`src/rtl/instr_sequencer_if.sv`:
```
// ---------------------------------------------------------------------------
// instr_sequencer_if
//   Signal bundle between the instruction sequencer and its environment
//   (instruction memory, controller, datapath, resume logic).
//
//   Fetch side     : mem_req, mem_addr (to memory), mem_ack, mem_rdata (from memory)
//   Decode outputs : opcode, operand (instruction register fields)
//   Controller in  : jump, skip, Halt, acc_zero, go
//   Status         : exec (commit strobe), halted, pc
//
//   master : the sequencer itself
//   slave  : the surrounding system (memory / controller / testbench)
// ---------------------------------------------------------------------------
interface instr_sequencer_if;
  logic       mem_req;
  logic [4:0] mem_addr;
  logic       mem_ack;
  logic [7:0] mem_rdata;
  logic [2:0] opcode;
  logic [4:0] operand;
  logic       jump;
  logic       skip;
  logic       Halt;
  logic       acc_zero;
  logic       go;
  logic       exec;
  logic       halted;
  logic [4:0] pc;

  modport master (
    output mem_req, mem_addr, opcode, operand, exec, halted, pc,
    input  mem_ack, mem_rdata, jump, skip, Halt, acc_zero, go
  );

  modport slave (
    input  mem_req, mem_addr, opcode, operand, exec, halted, pc,
    output mem_ack, mem_rdata, jump, skip, Halt, acc_zero, go
  );
endinterface

```
`src/rtl/instr_sequencer.sv`:
```
// ---------------------------------------------------------------------------
// instr_sequencer
//   Fetch/decode/execute sequencer for a small accumulator CPU. It fetches
//   one 8-bit instruction word per instruction from a 32-word memory, holds
//   it in the instruction register (IR), gives the registered controller one
//   DECODE cycle to capture the opcode, then opens a one-cycle EXEC window in
//   which the controller's jump/skip/Halt outputs and acc_zero decide the
//   next program counter.
//
//   Ports:
//     clk  - single clock, rising-edge
//     rst  - synchronous active-high reset
//     bus  - instr_sequencer_if.master:
//              mem_req/mem_addr/mem_ack/mem_rdata : fetch handshake
//              opcode/operand                     : IR fields
//              jump/skip/Halt/acc_zero            : controller decision inputs
//              go                                 : resume from HALTED
//              exec/halted/pc                     : status outputs
//
//   Note: the controller's "jump" input means skip-next-if-zero (SKZ) and its
//   "skip" input means unconditional jump to operand (JMP); the names follow
//   the controller's port naming, not the behaviour.
// ---------------------------------------------------------------------------
module instr_sequencer (
  input  logic                clk,
  input  logic                rst,
  instr_sequencer_if.master   bus
);

  localparam int DATA_W = 8;
  localparam int ADDR_W = 5;

  typedef enum logic [1:0] {
    FETCH  = 2'd0,
    DECODE = 2'd1,
    EXEC   = 2'd2,
    HALTED = 2'd3
  } state_t;

  state_t              state, state_nxt;
  logic [ADDR_W-1:0]   pc, pc_nxt;
  logic [DATA_W-1:0]   ir, ir_nxt;
  logic                mem_req_c;
  logic                exec_c;
  logic                halted_c;

  // Program counter advance; the ADDR_W-bit result wraps naturally modulo 32.
  function automatic logic [ADDR_W-1:0] pc_advance(input logic [ADDR_W-1:0] base,
                                                   input logic [ADDR_W-1:0] step);
    return base + step;
  endfunction

  // State, PC and IR registers
  always_ff @(posedge clk) begin
    if (rst) begin
      state <= FETCH;
      pc    <= '0;
      ir    <= '0;
    end else begin
      state <= state_nxt;
      pc    <= pc_nxt;
      ir    <= ir_nxt;
    end
  end

  // Next-state, PC/IR update and output decode
  always_comb begin
    state_nxt = state;
    pc_nxt    = pc;
    ir_nxt    = ir;
    mem_req_c = 1'b0;
    exec_c    = 1'b0;
    halted_c  = 1'b0;

    case (state)
      FETCH: begin
        mem_req_c = 1'b1;
        // Wait states: pc and IR hold until memory accepts the request.
        if (bus.mem_ack) begin
          ir_nxt    = bus.mem_rdata;
          state_nxt = DECODE;
        end
      end

      DECODE: begin
        state_nxt = EXEC;
      end

      EXEC: begin
        exec_c = 1'b1;
        // Halt wins over the unconditional jump, which wins over SKZ.
        if (bus.Halt) begin
          pc_nxt    = pc_advance(pc, 5'd1);
          state_nxt = HALTED;
        end else if (bus.skip) begin
          pc_nxt    = ir[ADDR_W-1:0];
          state_nxt = FETCH;
        end else if (bus.jump && bus.acc_zero) begin
          pc_nxt    = pc_advance(pc, 5'd2);
          state_nxt = FETCH;
        end else begin
          pc_nxt    = pc_advance(pc, 5'd1);
          state_nxt = FETCH;
        end
      end

      HALTED: begin
        halted_c = 1'b1;
        if (bus.go) begin
          state_nxt = FETCH;
        end
      end

      default: begin
        state_nxt = FETCH;
      end
    endcase

    // The reset cycle must not present a fetch or a commit strobe even
    // though the state register may still hold FETCH/EXEC.
    if (rst) begin
      mem_req_c = 1'b0;
      exec_c    = 1'b0;
      halted_c  = 1'b0;
    end
  end

  assign bus.mem_req  = mem_req_c;
  assign bus.mem_addr = pc;
  assign bus.opcode   = ir[DATA_W-1:ADDR_W];
  assign bus.operand  = ir[ADDR_W-1:0];
  assign bus.exec     = exec_c;
  assign bus.halted   = halted_c;
  assign bus.pc       = pc;

endmodule

```
`src/flat_wrapper.sv`:
```
// flat-port wrapper written by rule: the top's interface ports become plain ports
module instr_sequencer_flat 
  (clk, rst, bus_mem_req, bus_mem_addr, bus_opcode, bus_operand, bus_exec, bus_halted, bus_pc, bus_mem_ack, bus_mem_rdata, bus_jump, bus_skip, bus_Halt, bus_acc_zero, bus_go);
  instr_sequencer_if bus_i ();
  input  logic clk;
  input  logic rst;
  output wire logic [$bits(bus_i.mem_req)-1:0] bus_mem_req;
  output wire logic [$bits(bus_i.mem_addr)-1:0] bus_mem_addr;
  output wire logic [$bits(bus_i.opcode)-1:0] bus_opcode;
  output wire logic [$bits(bus_i.operand)-1:0] bus_operand;
  output wire logic [$bits(bus_i.exec)-1:0] bus_exec;
  output wire logic [$bits(bus_i.halted)-1:0] bus_halted;
  output wire logic [$bits(bus_i.pc)-1:0] bus_pc;
  input wire logic [$bits(bus_i.mem_ack)-1:0] bus_mem_ack;
  input wire logic [$bits(bus_i.mem_rdata)-1:0] bus_mem_rdata;
  input wire logic [$bits(bus_i.jump)-1:0] bus_jump;
  input wire logic [$bits(bus_i.skip)-1:0] bus_skip;
  input wire logic [$bits(bus_i.Halt)-1:0] bus_Halt;
  input wire logic [$bits(bus_i.acc_zero)-1:0] bus_acc_zero;
  input wire logic [$bits(bus_i.go)-1:0] bus_go;
  assign bus_mem_req = bus_i.mem_req;
  assign bus_mem_addr = bus_i.mem_addr;
  assign bus_opcode = bus_i.opcode;
  assign bus_operand = bus_i.operand;
  assign bus_exec = bus_i.exec;
  assign bus_halted = bus_i.halted;
  assign bus_pc = bus_i.pc;
  assign bus_i.mem_ack = bus_mem_ack;
  assign bus_i.mem_rdata = bus_mem_rdata;
  assign bus_i.jump = bus_jump;
  assign bus_i.skip = bus_skip;
  assign bus_i.Halt = bus_Halt;
  assign bus_i.acc_zero = bus_acc_zero;
  assign bus_i.go = bus_go;
  instr_sequencer u_core (.clk(clk), .rst(rst), .bus(bus_i));
endmodule
```
`config.mk`:
```
export PLATFORM = sky130hd
export DESIGN_NAME = instr_sequencer_flat
export DESIGN_NICKNAME = d
export VERILOG_FILES = /design/src/rtl/instr_sequencer_if.sv /design/src/rtl/instr_sequencer.sv /design/src/flat_wrapper.sv
export SDC_FILE = /design/constraint.sdc
export NUM_CORES = 1
export LEC_CHECK = 0
export CAP_MARGIN = 25
export CELL_PAD_IN_SITES_DETAIL_PLACEMENT = 0
export CELL_PAD_IN_SITES_GLOBAL_PLACEMENT = 1
export CORE_MARGIN = 3
export CORE_UTILIZATION = 29
export CTS_CLUSTER_DIAMETER = 200
export CTS_CLUSTER_SIZE = 24
export DETAILED_ROUTE_END_ITERATION = 8
export PLACE_DENSITY_LB_ADDON = 0.1
export SYNTH_ARGS = -nofsm -noshare
export SYNTH_HDL_FRONTEND = slang
export SYNTH_SLANG_ARGS = --single-unit
```
`constraint.sdc`:
```
create_clock -name clk -period 1.8 [get_ports clk]
set_input_delay 0.54 -clock clk [delete_from_list [all_inputs] [get_ports clk]]
set_output_delay 0.54 -clock clk [all_outputs]
set_load 0.03 [all_outputs]
```
==> results.cfg <==
[run_status]
outcome = complete, no violations

[cells_and_area]
fin_nets = 168
syn2layout_area_growth_pct = 49.6
final_cell_mix = 22 x nand2_1, 19 x dlygate4sd2_1, 14 x a21oi_1, 14 x clkdlybuf4s50_1, 14 x buf_4
drive_above_1_share = 0.208
n_antenna_cell = 0
final_core_util = 0.462
final_common_cell = nand2_1
finalNonFillerCells = 180

[critical_path]
worst-path-max-fanout = 6
worstPathArrival_ps = 1180
reg2reg_from = u_core.bus.mem_addr[1]
reg2regPathDepth = 5
path_class = reg -> out
r2r_setup_slack_ps = 160
cp_cell_sequence = dlygate4sd2_1
crit_buf_inv = 1
worstSetupEndpointType = output port
regToRegEndpoint = u_core.bus.mem_addr[4]
critPathTopFamily = flip-flops
slowest_stage = dfxtp_1
crit_required_ps = 1260
max_stage_delay_ps = 470
critPathLaunchType = flop

[hold_path]
min_path_cells = 2
min_path_type = reg -> reg
min_from = u_core.ir[5]
min_to = u_core.ir[5]

[flow_run]
drv_cap = 0

[floorplanning]
core_mm2 = 0.00278
dieArea_mm2 = 0.00365
start_util = 0.309
die_w_um = 60.4
fp-row-count = 19
ios = 37
die_y_um = 60.4

[logic_synthesis]
avgSynthCellArea_um2 = 7.95
synthesis.nets = 126
synth_cell_types = 31
async_flop_share = 0
synth_edf_count = 0
yosys_warnings = 0
syn-cell-area_um2 = 858
ys_ff_latch = 15
ys_seq_area_frac = 0.350
syn_inst = 108
synthFlopType = dfxtp_1

[sta]
hold_violations = 0
setup_viol = 0
finalCriticalPeriod_ps = 1720
worst_pin_slew_ps = 311
tns_ps = 0
finClkSkew_ps = 0.873
rsz0062_at_grt = no
final_max_slew_viol_count = 0
max_freq_mhz = 581
period_share = 0.957
max_slew_margin = 0.794
setup_slack_ps = 78.2
hold-worst-slack_ps = 457

[detailed_routing]
num_vias = 872
dr.pass1.iters = 4
routed_wl_mm = 2.21
final_antenna_net_count = 0
vias_per_cell = 4.84
post-route-drc-count = 0
post_drt_wl_per_cell_um = 12.3
first_iter_violations = 18

[placed_design]
preCtsSetupSlack_ps = -203
routabilityCongestion = 0.781
hpwl_mm = 1.74
portBuffers = 36
dp_cells = 176

[global_routing]
grt_remaining_overflow = 0
grt_pass1_wl_mm = 3.46
grt_usage = 0.129
grt_max_degree = 10
antenna_found_initial = 0
grt_pass1_vias = 809

[pwr]
peakVddDrop_mv = 0.455
power.density_mw_per_mm2 = 633
leakage_nw = 0.579

[clock_network]
clockRootBuffer = clkbuf_4
cts_tree = done
htreeDepth = 1
clk_latency_ps = 280
post_cts_buffers = 0
clkTransAtPathRegs_ps = 90
cts_made_buffers = 3
clockBufferDepth = 2
cts_sinks = 15
through the flow:
step | area (um^2) | power [mW]
2_1_floorplan | 870 | 0.528
4_1_cts | 1280 | 0.829
3_5_place_dp | 1270 | 0.644
5_1_grt | 1280 | 0.869
6_report | 1280 | 0.813
3_3_place_gp | 1270 | 0.640
how the worst max path moves through the flow:
stage	start	endpoint	slack (ps)	cells after the start
3_3_place_gp	bus_Halt	u_core.bus.mem_addr[2]	-140	5
5_1_grt	u_core.bus.mem_addr[1]	bus_mem_addr[1]	20	1
4_1_cts	u_core.state[0]	bus_exec	5	3
6_report	u_core.bus.mem_addr[1]	bus_mem_addr[1]	80	1
3_5_place_dp	bus_Halt	u_core.bus.mem_addr[2]	-200	5
2_1_floorplan	rst	bus_exec	50	3
Yosys cell counts (all sizes together), types with 2 or more instances:
cell type / instances / area [um^2]
a211oi: 2 / 15.0
a21oi: 15 / 78.8
a221oi: 5 / 62.6
a22oi: 2 / 15.0
buf: 8 / 60.1
clkbuf: 2 / 7.51
dfxtp: 15 / 300
ha: 2 / 25.0
inv: 3 / 11.3
nand2: 22 / 82.6
nand3: 3 / 15.0
nor2: 8 / 30.0
nor2b: 3 / 21.3
o21a: 2 / 15.0
o21ai: 5 / 25.0
flip-flops by register name, summed over array words and instances, names as in the netlist:
signal / count
u_core.bus.mem_addr: 5
u_core.ir: 8
u_core.state: 2
cell type report:
class | instances | area, um^2
clock inverter | 1 | 5.00
sequential | 15 | 303
clock buffer | 3 | 22.5
fill | 281 | 1500
tap | 31 | 38.8
multi-input combinational | 80 | 492
inverter | 3 | 11.3
timing repair buffer | 47 | 412
kinds of logic (layout without fill, tap and decap cells):
family                     count (synthesis)  after routing  share of synthesized area
AOI/OAI and AO/OA                         34             34                      0.281
DFF                                       15             15                      0.350
buffers and inverters                     13             54                     0.0918
and+or+nand+nor                           43             43                      0.238
xor gates and xnor gates                   1              1                     0.0102
adders and majority gates                  2              2                     0.0291
metal layers:
| metal | part of all wire | global-route usage |
|---|---|---|
| met1 | 0.44 | 0.138 |
| met4 | 0.0077 | 0.0601 |
| met5 | 0 | 0 |
| met2 | 0.50 | 0.228 |
| met3 | 0.044 | 0.0426 |
power breakdown:
part	leakage [nW]	internal, mW	total, mW	switching, mW
clock	0.0177	0.0824	0.195	0.113
combinational	0.437	0.106	0.242	0.136
sequential	0.124	0.354	0.376	0.0214
what timing repair did:
action | CTS | global route
gates resized for setup | 19 | 3
setup endpoints to repair | 21 | 1
hold endpoints to repair | 0 | 0
hold buffers | 0 | 0
Note: power is estimated with default switching activity, not from simulation.
==> edit 1: new RTL, same settings <==
Re-encode `state_t` (4 states) as one-hot, 4 bits wide.
--- a/src/rtl/instr_sequencer.sv
+++ b/src/rtl/instr_sequencer.sv
@@ -32,7 +32,7 @@
 
-  typedef enum logic [1:0] {
-    FETCH  = 2'd0,
-    DECODE = 2'd1,
-    EXEC   = 2'd2,
-    HALTED = 2'd3
+  typedef enum logic [3:0] {
+    FETCH  = 4'b0001,
+    DECODE = 4'b0010,
+    EXEC   = 4'b0100,
+    HALTED = 4'b1000
   } state_t;
Behaviour: same outputs for any inputs over 10 cycles, from zero or initial values and one cycle with rst high; not proved beyond that.
==> edit 1 against the original RTL <==
The run now ends with setup timing left; combinational power rose by 54%; design area rose by 24%; setup slack got worse by 0.29 ns; sequential cell count rose by 2; power rose by 26%; area after synthesis rose by 15%; sequential power rose by 16%; wire length rose by 25%; critical path type unchanged; largest power group unchanged.
==> edit 1: results <==
set metrics [dict create \
    status "finished, violations left" \
    violations "setup timing" \
    syn_nets 130 \
    synth_cell_types 38 \
    num_vias 1042 \
    dp_hpwl_mm 2.096 \
    cts_resized 25 \
    max_stage_delay_ns 0.56 \
    crit_arrival_ns 1.48 \
    dp.cells 206 \
    wl_met2_mm 1.249 \
    switching_share_pct 33.58 \
    yosys-top-cells-count "nor2_1 (20), dfxtp_1 (17), mux2i_1 (9)" \
    p_seq_share_pct 42.5 \
    fin_ws_ns -0.2150 \
    yosysWarnings 0 \
    grt_use_met2_pct 19.97 \
    dp_slack_ns -0.1834 \
    path_delay_family "simple AND/OR/NAND/NOR gates" \
    ir_worst_vdd_v 0.0004994 \
    grt_pass1_vias 981 \
    synth_cells 112 \
    largest_reg_flops 8 \
    grt.total_usage_pct 13.35 \
    grt_max_degree 13 \
    setup_viol 2 \
    finalNetCount 188 \
    critPathSlowestCell "or4b_4" \
    wirelength_mm 2.766 \
    wl_met3_um 182 \
    wl_met1_mm 1.316 \
    gp_congestion 0.7802 \
    max-slew-margin-rel_pct 80.44 \
    cp_max_fo 3 \
    drt_iter0_drc 29 \
    n_antenna_cell 0 \
    intPower_w 0.0006815 \
    antenna_found_initial 0 \
    grtUsageMet3_pct 4.218 \
    fin_skew_ns 0.0006063 \
    portBuffers 36 \
    clk_latency_ns 0.30 \
    final_layout_size_suffix_gt1_share_pct 27.81 \
    vias_per_cell 4.892 \
    grt_pass1_wl_mm 4.422 \
    power_leakage_nw 0.7520 \
    path_clk_slew_ns 0.11 \
    pwr-share-comb_pct 36.3 \
    synth.area.top_cells "dfxtp_1 (35%), mux2i_1 (9.1%), nor2_1 (7.6%)" \
    globalRouteMet1Util_pct 17.89 \
    synthFlopType "dfxtp_1" \
    clock_path_buffers 2 \
    htreeDepth 1 \
    highest-signal-layer "met4" \
    post_dp_cell_area_mm2 0.001515 \
    final.setup.tns_ns -0.4158 \
    seq_area_frac_synth_pct 34.52 \
]
-- edit 1: worst paths after layout --
check,startpoint,to,slack (ns),cells past startpoint
max,u_core.state[1],bus_exec,-0.22,3
min,u_core.ir[6],u_core.ir[6],0.50,2
max reg2reg,u_core.state[1],u_core.bus.mem_addr[2],0.07,5
min reg2reg,u_core.ir[6],u_core.ir[6],0.50,2
-- edit 1: layout make-up --
| cell class | instances | area, um^2 |
|---|---|---|
| flip-flops and latches | 17 | 346.6 |
| fillers | 335 | 1563 |
| clock inverters | 1 | 7.507 |
| multi-input cells | 83 | 604.3 |
| well taps | 44 | 55.05 |
| clock buffers | 3 | 22.52 |
| inverters | 1 | 3.754 |
| repair buffers | 64 | 550.5 |
-- edit 1: logic make-up (layout without fill, tap and decap cells) --
kind of cell,Yosys count,in the layout,synth area share (%)
compound gates,24,24,16.37
xor+xnor,4,4,3.554
fa+ha+maj,2,2,2.538
buf+inv,12,69,8.121
flops,17,17,34.52
mux,9,9,9.137
simple gates,44,44,25.76
==> edit 2: new RTL, same flow settings <==
Made on the original files. Reset style: asynchronous (`rst`), changed in one clocked block. Comments in the files are not updated.
--- a/src/rtl/instr_sequencer.sv
+++ b/src/rtl/instr_sequencer.sv
@@ -53,3 +53,3 @@
   // State, PC and IR registers
-  always_ff @(posedge clk) begin
+  always_ff @(posedge clk or posedge rst) begin
     if (rst) begin
Function: differs if rst is asserted again (counterexample within 4 cycles, from zero or initial values and one cycle with rst high); with rst held inactive, the same outputs for 10 cycles.
==> edit 2 against the original RTL <==
Cell count up 1.1%; sequential cell count unchanged; setup slack got worse by 0.042 ns; wire length rose by 7.0%; area after synthesis grew 8.5%; design area grew 7.7%; first-iteration DRC count shrank 17%; register-to-register slack better by 0.05 ns.
Power is not compared: it rests on default switching activity, and its combinational part moved more than twofold at a synthesized area within 25%.
==> edit 2: results <==
set metrics [dict create \
    status "finished, final reports clean" \
    synthFlopType "dfrtp_1" \
    multi_input_area_share_pct 34.21 \
    grt_pass1_wl_mm 3.843 \
    seq_area_frac_synth_pct 40.32 \
    synth.area.top_cells "dfrtp_1 (40%), mux2_2 (9.7%), buf_4 (4.0%)" \
    worstReg2RegStart "u_core.bus.mem_addr[0]" \
    gp_congestion 0.7430 \
    crit_arrival_ns 1.92 \
    wl_per_cell_um 12.98 \
    critPathSlowestCell "clkdlybuf4s50_1" \
    synth_adder_area_share_pct 2.688 \
    synth_cells 94 \
    area_delta_synth_final_pct 48.52 \
    synth_compound_area_share_pct 16.13 \
    n_clock_buffer 4 \
    grt_max_degree 16 \
    fin_skew_ns 0.006734 \
    yosys-top-cells-count "dfrtp_1 (15), mux2_2 (8), nand2_1 (8)" \
    cts_resized 21 \
    clock_area_share_pct 1.900 \
    min-delay-path-class "input port to asynchronous set/reset pin" \
    design.seq.count 15 \
    r2r_end "u_core.bus.mem_addr[4]" \
    worst-setup-path-type "input port to flop" \
    nMultiInputCombCells 68 \
    post_dp_cell_area_mm2 0.001353 \
    startpoint "bus_jump" \
    nonClkBufAreaFrac_pct 32.49 \
    path_delay_family "buffers and inverters" \
    final_cells 182 \
    synth_async_sr_flop_share_pct 100.0 \
    syn_nets 112 \
    synth_mux_area_share_pct 11.83 \
    dp_hpwl_mm 1.796 \
    cp_max_fo 2 \
    grt.total_usage_pct 12.16 \
    signal_buffers 52 \
    final_layout_size_suffix_gt1_share_pct 26.43 \
    synth_cell_types 35 \
    num-fill-cells 310 \
    num-nonclk-inverters 1 \
    register_area_um2 377.9 \
    max_stage_delay_ns 0.50 \
    max-slew-margin-rel_pct 79.22 \
    dp_slack_ns -0.2625 \
    finalNetCount 159 \
    rrSetupSlack_ns 0.21 \
    drt_iter0_drc 15 \
    synth_xor_area_share_pct 0.9409 \
]
==> edit 2: cell types whose count changed after synthesis, moves of 3 or more <==
cell	delta
dfrtp_1	+15
dfxtp_1	-15
nand2_1	-14
a21oi_1	-8
mux2_2	+8
a221oi_2	-3
==> edit 2: how the worst min path moves through the flow <==
stage / from / endpoint / cells past startpoint
6_report: rst / u_core.bus.mem_addr[3] / 3
5_1_grt: rst / u_core.bus.mem_addr[3] / 3
4_1_cts: rst / u_core.bus.mem_addr[3] / 3
3_5_place_dp: u_core.ir[7] / u_core.ir[7] / 1
3_3_place_gp: u_core.ir[5] / u_core.ir[5] / 1
2_1_floorplan: rst / u_core.bus.mem_addr[0] / 1
==> edit 2: layer usage <==
metal  GRT usage (%)  up-vias  wire length, um
met5               0        -                0
met4           4.959        0               17
met3           3.237        2              184
met2           19.57       32             1096
met1           15.33      414             1066
li1                -      433                -
